$ cat src/rtl/fp_mult_pipe.sv
// fp_mult_pipe: four-stage pipelined IEEE-754 multiplier with generic field widths,
// four rounding modes, exception flags and a valid/ready handshake on both sides.
// Denormal operands are flushed to zero; tiny results flush to signed zero.
module fp_mult_pipe #(
    parameter int EXP_W = 8,
    parameter int MAN_W = 23
) (
    input  logic                 clk,
    input  logic                 rst_n,
    input  logic                 in_valid,
    output logic                 in_ready,
    input  logic [EXP_W+MAN_W:0] A,
    input  logic [EXP_W+MAN_W:0] B,
    input  logic [1:0]           Ctrl,
    output logic                 out_valid,
    input  logic                 out_ready,
    output logic [EXP_W+MAN_W:0] P,
    output logic [4:0]           Flags
);

    localparam int W   = 1 + EXP_W + MAN_W;
    localparam int EW2 = EXP_W + 2;
    localparam int PW  = 2 * MAN_W + 2;

    localparam logic signed [EW2-1:0] BIAS     = EW2'((1 << (EXP_W - 1)) - 1);
    localparam logic signed [EW2-1:0] EXP_TOP  = EW2'((1 << EXP_W) - 1);
    localparam logic signed [EW2-1:0] EXP_INC  = EW2'(1);
    localparam logic signed [EW2-1:0] EXP_ZERO = '0;
    localparam logic [EXP_W-1:0]      EXP_ONES = '1;
    localparam logic [EXP_W-1:0]      EXP_MAXF = {{(EXP_W - 1){1'b1}}, 1'b0};

    typedef enum logic [1:0] {
        KIND_NORMAL,
        KIND_ZERO,
        KIND_INF,
        KIND_NAN
    } ResultKind;

    logic adv;

    logic             signA, signB;
    logic [EXP_W-1:0] expA, expB;
    logic [MAN_W-1:0] fracA, fracB;
    logic             zeroA, zeroB, infA, infB, nanA, nanB, snanA, snanB, infTimesZero;
    ResultKind        kindNext;
    logic             invalidNext;

    logic                    s1Valid, s1Sign, s1Invalid;
    ResultKind               s1Kind;
    logic signed [EW2-1:0]   s1Exp;
    logic [MAN_W:0]          s1ManA, s1ManB;
    logic [1:0]              s1Ctrl;

    logic                    s2Valid, s2Sign, s2Invalid;
    ResultKind               s2Kind;
    logic signed [EW2-1:0]   s2Exp;
    logic [PW-1:0]           s2Prod;
    logic [1:0]              s2Ctrl;

    logic                    s3Valid, s3Sign, s3Invalid;
    ResultKind               s3Kind;
    logic signed [EW2-1:0]   s3Exp;
    logic [MAN_W-1:0]        s3Frac;
    logic                    s3Guard, s3Round, s3Sticky;
    logic [1:0]              s3Ctrl;

    logic [MAN_W-1:0]        normFrac;
    logic                    normGuard, normRound, normSticky;
    logic signed [EW2-1:0]   normExp;

    logic                    roundUp, carry, anyLost, toInf;
    logic [MAN_W-1:0]        roundFrac;
    logic signed [EW2-1:0]   roundExp;
    logic [W-1:0]            resultNext;
    logic [4:0]              flagsNext;

    // The whole pipe moves whenever the output slot is empty or being drained.
    assign adv      = !out_valid || out_ready;
    assign in_ready = adv;

    assign signA = A[W-1];
    assign signB = B[W-1];
    assign expA  = A[W-2 -: EXP_W];
    assign expB  = B[W-2 -: EXP_W];
    assign fracA = A[MAN_W-1:0];
    assign fracB = B[MAN_W-1:0];

    // Classify both operands and decide which special result, if any, wins.
    always_comb begin
        zeroA        = (expA == '0);
        zeroB        = (expB == '0);
        infA         = (expA == EXP_ONES) && (fracA == '0);
        infB         = (expB == EXP_ONES) && (fracB == '0);
        nanA         = (expA == EXP_ONES) && (fracA != '0);
        nanB         = (expB == EXP_ONES) && (fracB != '0);
        snanA        = nanA && !fracA[MAN_W-1];
        snanB        = nanB && !fracB[MAN_W-1];
        infTimesZero = (infA && zeroB) || (zeroA && infB);
        invalidNext  = snanA || snanB || infTimesZero;
        kindNext     = KIND_NORMAL;
        if (nanA || nanB || infTimesZero) begin
            kindNext = KIND_NAN;
        end else if (infA || infB) begin
            kindNext = KIND_INF;
        end else if (zeroA || zeroB) begin
            kindNext = KIND_ZERO;
        end
    end

    // Stage 1 register: unpacked operands, biased exponent sum and rounding mode.
    always_ff @(posedge clk or negedge rst_n) begin
        if (!rst_n) begin
            s1Valid   <= 1'b0;
            s1Sign    <= 1'b0;
            s1Invalid <= 1'b0;
            s1Kind    <= KIND_NORMAL;
            s1Exp     <= '0;
            s1ManA    <= '0;
            s1ManB    <= '0;
            s1Ctrl    <= '0;
        end else if (adv) begin
            s1Valid   <= in_valid;
            s1Sign    <= signA ^ signB;
            s1Invalid <= invalidNext;
            s1Kind    <= kindNext;
            s1Exp     <= $signed({2'b00, expA}) + $signed({2'b00, expB}) - BIAS;
            s1ManA    <= {1'b1, fracA};
            s1ManB    <= {1'b1, fracB};
            s1Ctrl    <= Ctrl;
        end
    end

    // Stage 2 register: full-width mantissa product.
    always_ff @(posedge clk or negedge rst_n) begin
        if (!rst_n) begin
            s2Valid   <= 1'b0;
            s2Sign    <= 1'b0;
            s2Invalid <= 1'b0;
            s2Kind    <= KIND_NORMAL;
            s2Exp     <= '0;
            s2Prod    <= '0;
            s2Ctrl    <= '0;
        end else if (adv) begin
            s2Valid   <= s1Valid;
            s2Sign    <= s1Sign;
            s2Invalid <= s1Invalid;
            s2Kind    <= s1Kind;
            s2Exp     <= s1Exp;
            s2Prod    <= PW'(s1ManA) * PW'(s1ManB);
            s2Ctrl    <= s1Ctrl;
        end
    end

    // Normalise the product (it lies in [1,4)) and pick out guard, round and sticky.
    always_comb begin
        if (s2Prod[PW-1]) begin
            normFrac   = s2Prod[PW-2 -: MAN_W];
            normGuard  = s2Prod[MAN_W];
            normRound  = s2Prod[MAN_W-1];
            normSticky = |s2Prod[MAN_W-2:0];
            normExp    = s2Exp + EXP_INC;
        end else begin
            normFrac   = s2Prod[PW-3 -: MAN_W];
            normGuard  = s2Prod[MAN_W-1];
            normRound  = s2Prod[MAN_W-2];
            normSticky = |s2Prod[MAN_W-3:0];
            normExp    = s2Exp;
        end
    end

    // Stage 3 register: normalised fraction with its rounding bits.
    always_ff @(posedge clk or negedge rst_n) begin
        if (!rst_n) begin
            s3Valid   <= 1'b0;
            s3Sign    <= 1'b0;
            s3Invalid <= 1'b0;
            s3Kind    <= KIND_NORMAL;
            s3Exp     <= '0;
            s3Frac    <= '0;
            s3Guard   <= 1'b0;
            s3Round   <= 1'b0;
            s3Sticky  <= 1'b0;
            s3Ctrl    <= '0;
        end else if (adv) begin
            s3Valid   <= s2Valid;
            s3Sign    <= s2Sign;
            s3Invalid <= s2Invalid;
            s3Kind    <= s2Kind;
            s3Exp     <= normExp;
            s3Frac    <= normFrac;
            s3Guard   <= normGuard;
            s3Round   <= normRound;
            s3Sticky  <= normSticky;
            s3Ctrl    <= s2Ctrl;
        end
    end

    // Round, post-normalise on mantissa carry, then resolve specials, overflow and underflow.
    always_comb begin
        anyLost = s3Guard | s3Round | s3Sticky;
        case (s3Ctrl)
            2'b00:   roundUp = s3Guard & (s3Round | s3Sticky | s3Frac[0]);
            2'b01:   roundUp = 1'b0;
            2'b10:   roundUp = !s3Sign & anyLost;
            default: roundUp = s3Sign & anyLost;
        endcase
        {carry, roundFrac} = {1'b0, s3Frac} + (MAN_W + 1)'(roundUp);
        roundExp = carry ? s3Exp + EXP_INC : s3Exp;
        toInf    = (s3Ctrl == 2'b00) || ((s3Ctrl == 2'b10) && !s3Sign) || ((s3Ctrl == 2'b11) && s3Sign);

        resultNext = '0;
        flagsNext  = '0;
        case (s3Kind)
            KIND_NAN: begin
                resultNext   = {1'b0, EXP_ONES, 1'b1, {(MAN_W - 1){1'b0}}};
                flagsNext[4] = s3Invalid;
            end
            KIND_INF:  resultNext = {s3Sign, EXP_ONES, {MAN_W{1'b0}}};
            KIND_ZERO: resultNext = {s3Sign, {(W - 1){1'b0}}};
            default: begin
                if (roundExp >= EXP_TOP) begin
                    flagsNext  = 5'b00101;
                    resultNext = toInf ? {s3Sign, EXP_ONES, {MAN_W{1'b0}}}
                                       : {s3Sign, EXP_MAXF, {MAN_W{1'b1}}};
                end else if (roundExp <= EXP_ZERO) begin
                    flagsNext  = 5'b00011;
                    resultNext = {s3Sign, {(W - 1){1'b0}}};
                end else begin
                    flagsNext  = {4'b0000, anyLost};
                    resultNext = {s3Sign, roundExp[EXP_W-1:0], roundFrac};
                end
            end
        endcase
    end

    // Output register: holds the result steady while downstream stalls.
    always_ff @(posedge clk or negedge rst_n) begin
        if (!rst_n) begin
            out_valid <= 1'b0;
            P         <= '0;
            Flags     <= '0;
        end else if (adv) begin
            out_valid <= s3Valid;
            P         <= resultNext;
            Flags     <= flagsNext;
        end
    end

endmodule

$ cat config.mk
export PLATFORM = sky130hd
export DESIGN_NAME = fp_mult_pipe
export DESIGN_NICKNAME = d
export VERILOG_FILES = /design/src/rtl/fp_mult_pipe.sv
export SDC_FILE = /design/constraint.sdc
export NUM_CORES = 2
export LEC_CHECK = 0
export ABC_CLOCK_PERIOD_IN_PS = 9000
export BUFFER_PORTS_ARGS = -buffer_cell sky130_fd_sc_hd__buf_2
export CORE_ASPECT_RATIO = 1.1
export CORE_MARGIN = 2
export CORE_UTILIZATION = 61
export CTS_CLUSTER_SIZE = 20
export DETAILED_ROUTE_END_ITERATION = 16
export PLACE_DENSITY = 0.81
export SLEW_MARGIN = 20
export SYNTH_ARGS = -nofsm -noshare
export SYNTH_HDL_FRONTEND = slang
export SYNTH_SLANG_ARGS = --single-unit
$ cat constraint.sdc
create_clock -name clk -period 9 [get_ports clk]
set_clock_uncertainty 0.2 [all_clocks]
set_input_delay 0.9 -clock clk [delete_from_list [all_inputs] [get_ports clk]]
set_output_delay 0.9 -clock clk [all_outputs]
set_load 0.02 [all_outputs]
==> impl_metrics.tcl <==
set metrics [dict create \
    synth-seq-area-share_pct 18.3 \
    maxSlewViolCount 0 \
    slew_headroom_pct 25.4 \
    max_freq_mhz 127 \
    firstDrtPassIters 6 \
    cts_resized 0 \
    post_cts_buffers 0 \
    port_buffers 107 \
    cts_tree "done" \
    ys.flop_type "dfrtp_1" \
    rsz0062_at_grt "no" \
    synth_nets 3925 \
    cts_made_buffers 24 \
    synth-xor-area-share_pct 2.57 \
    hpwl_um 58300 \
    die_y_um 231 \
    synth_top_area_share_pct 33.9 \
    grt_pass1_vias 23200 \
    num_rows 83 \
    antenna_found_initial 1 \
    yosys_warnings 0 \
    crit_slowest_cell "dfrtp_1" \
    viasPerCell 5.76 \
    drv_cap 0 \
    worstSkewPairLatency_ns 0.56 \
    hold_viol 0 \
    fin_crit_ns 7.88 \
    tightest_slew_ns 1.12 \
    cts_hold_buffers 0 \
    finalSetupViolations 0 \
    ys_ff_latch 209 \
    status "complete, no violations" \
    synth.top_cells.by_area "fa_1, dfrtp_1, ha_1, nand2_1, inv_1" \
    grtUsageTotal_pct 31.7 \
    areaGrowthSynthToFinish_pct 6.12 \
    start_util_pct 61.5 \
    synth_edf_count 0 \
    finalSetupTns_ns 0 \
    ys_types 73 \
    crit_required_ns 9.19 \
    fin_crit_sh_pct 87.5 \
    synth_area_per_cell_sq_um 8.99 \
    num_vias 21800 \
    place.gp.congestion 0.943 \
    synthAdderAreaFrac_pct 42.4 \
    finalNetCount 3917 \
    dieWidth_um 210 \
    clockBufferDepth 3 \
    syn_inst 3178 \
    drive_above_1_share_pct 6.24 \
    synth_top_family_by_area "adder cells" \
    cp-end-kind "flop" \
    boundaryPins 109 \
    cts_root_buf "clkbuf_16" \
    wl_um 73300 \
    arrival_ns 8.06 \
    hold_class "in2async" \
    muxShareOfSynthArea_pct 0.946 \
    grt_max_degree 104 \
    cpPeakStageDelay_ns 0.95 \
    remaining_drc_errors 0 \
    synth_largest_area_cell "fa_1" \
    antenna_left 0 \
    synthSimpleGateAreaFrac_pct 19.4 \
    synth-compound-area-share_pct 6.58 \
    path_class "reg2reg" \
    crit_chain "nand2_1 > fa_1 > inv_1 > fa_1 > inv_1 > fa_1 > inv_1 > fa_1 > inv_1 > fa_1 > inv_1 > fa_1 > inv_1 > fa_1 > inv_1 > ha_1 > and4_1 > a221oi_1 > a21oi_1 > o311ai_0 > a31oi_1 > a31oi_1 > xor2_1 > o21ai_0" \
    clk_pin_slew_worst_paths_ns 0.06 \
    grt_pass1_wl_um 121000 \
    drt-initial-drc-count 1744 \
    synthArstFlopShare_pct 100 \
    startpoint_type "flop" \
    coreArea_sq_um 46400 \
    htree_levels 1 \
    post_drt_wl_per_cell_um 19.4 \
    synth_area_sq_um 28600 \
    clkSinkCount 209 \
    worst-path-max-fanout 25 \
    die_area_sq_um 48600 \
    grt.overflow.total 0 \
]
[critical path: cells and delay by family (launching register included)]
kind	cells	cell delay [ns]
AOI/OAI and AO/OA	6	1.82
xor gates and xnor gates	1	0.15
adders and majority gates	8	3.85
buffers and inverters	7	0.35
DFF	1	0.95
and+or+nand+nor	2	0.38
[area by class of cell]
type,instances,area (sq um)
Clock inverter,14,234
Antenna cell,1,2.50
Multi-Input combinational cell,2232,20500
Clock buffer,29,649
Inverter,564,2120
Fill cell,3717,16100
Sequential cell,209,5230
Timing Repair Buffer,139,785
Tap cell,595,744
[synthesized netlist by cell type (3+ instances only)]
master	count
nor3_1	15
a211oi_1	8
ha_1	194
or2_2	3
nand2b_1	5
a211o_1	5
clkbuf_1	163
o21bai_1	4
nand4_1	24
or3_1	5
a221o_1	22
a21boi_0	3
a31o_2	3
nand2_1	617
xnor2_1	46
mux2i_1	27
a221oi_1	3
o21ai_0	81
fa_1	483
nand3_1	30
and2_1	317
a22o_1	3
a21o_1	29
and3_1	16
and4_1	7
nor4_1	22
buf_1	4
inv_1	563
o31ai_1	5
xor2_1	36
a31oi_1	9
nor2b_1	6
buf_4	3
nor2_1	62
o211ai_1	4
or4_1	4
dfrtp_1	209
nand3b_1	5
a21oi_1	79
o311ai_0	3
o211a_1	5
o21a_1	5
nor3b_1	5
[state kept, by name (all words and copies together), names as in the netlist, 4 cells and up]
signal	cells
P	32
s2Prod	48
s1Exp	10
s2Exp	10
s1ManA	24
Flags	4
s3Exp	10
s1ManB	23
s3Frac	23
[path summary, 6_finish.rpt]
check | endpoint | cells past startpoint | start | slack [ns]
max in group asynchronous | s2Exp[2] | 2 | rst_n | 7.01
hold reg to reg | s2Exp[4] | 2 | s1Exp[4] | 0.26
hold / removal | P[26] | 1 | rst_n | 0.17
setup reg to reg | s2Prod[36] | 24 | s1ManA[11] | 1.12
setup / recovery | s2Prod[36] | 24 | s1ManA[11] | 1.12
min in group clk | s2Exp[4] | 2 | s1Exp[4] | 0.26
[logic make-up after synthesis]
family	count (synthesis)
AOI/OAI and AO/OA	290
xor gates and xnor gates	83
adders and majority gates	677
buffers and inverters	737
DFF	209
muxes	27
other	1
and+or+nand+nor	1154
[placed cells by master (no fill, tap or decap), types with 15 or more instances in the layout]
cell type,synthesis,layout
a21o_1,29,29
a21oi_1,79,79
a221o_1,22,22
and2_1,317,317
and3_1,16,16
buf_2,1,106
buf_4,3,32
clkbuf_16,0,24
dfrtp_1,209,209
fa_1,483,483
ha_1,194,194
inv_1,563,563
mux2i_1,27,27
nand2_1,617,617
nand3_1,30,30
nand4_1,24,24
nor2_1,62,62
nor3_1,15,15
nor4_1,22,22
o21ai_0,81,81
xnor2_1,46,46
xor2_1,36,36
[stage by stage]
stage               utilization [%]  cell area (sq um)  setup WS [ns]  cells  hold WS, ns
finish                         65.3              30300           1.12   3783        0.173
global route                   65.3              30300          0.712   3782        0.211
CTS                            65.3              30300           1.10   3782        0.177
detailed placement             63.4              29400           1.12   3739        0.254
global placement               63.4              29400           1.14   3739        0.243
floorplan                         -              28600           2.01   3178        0.230
[layer usage]
layer,global-route usage [%],up-vias,part of all wire [%]
met1,40.7,11000,39
met3,3.60,231,6.3
met5,0,-,0
met2,54.1,881,50
met4,14.5,0,5.2
li1,-,9707,-
Power is not shown: default switching activity piles up to over one toggle a cycle in this logic, so the estimate is an artifact.
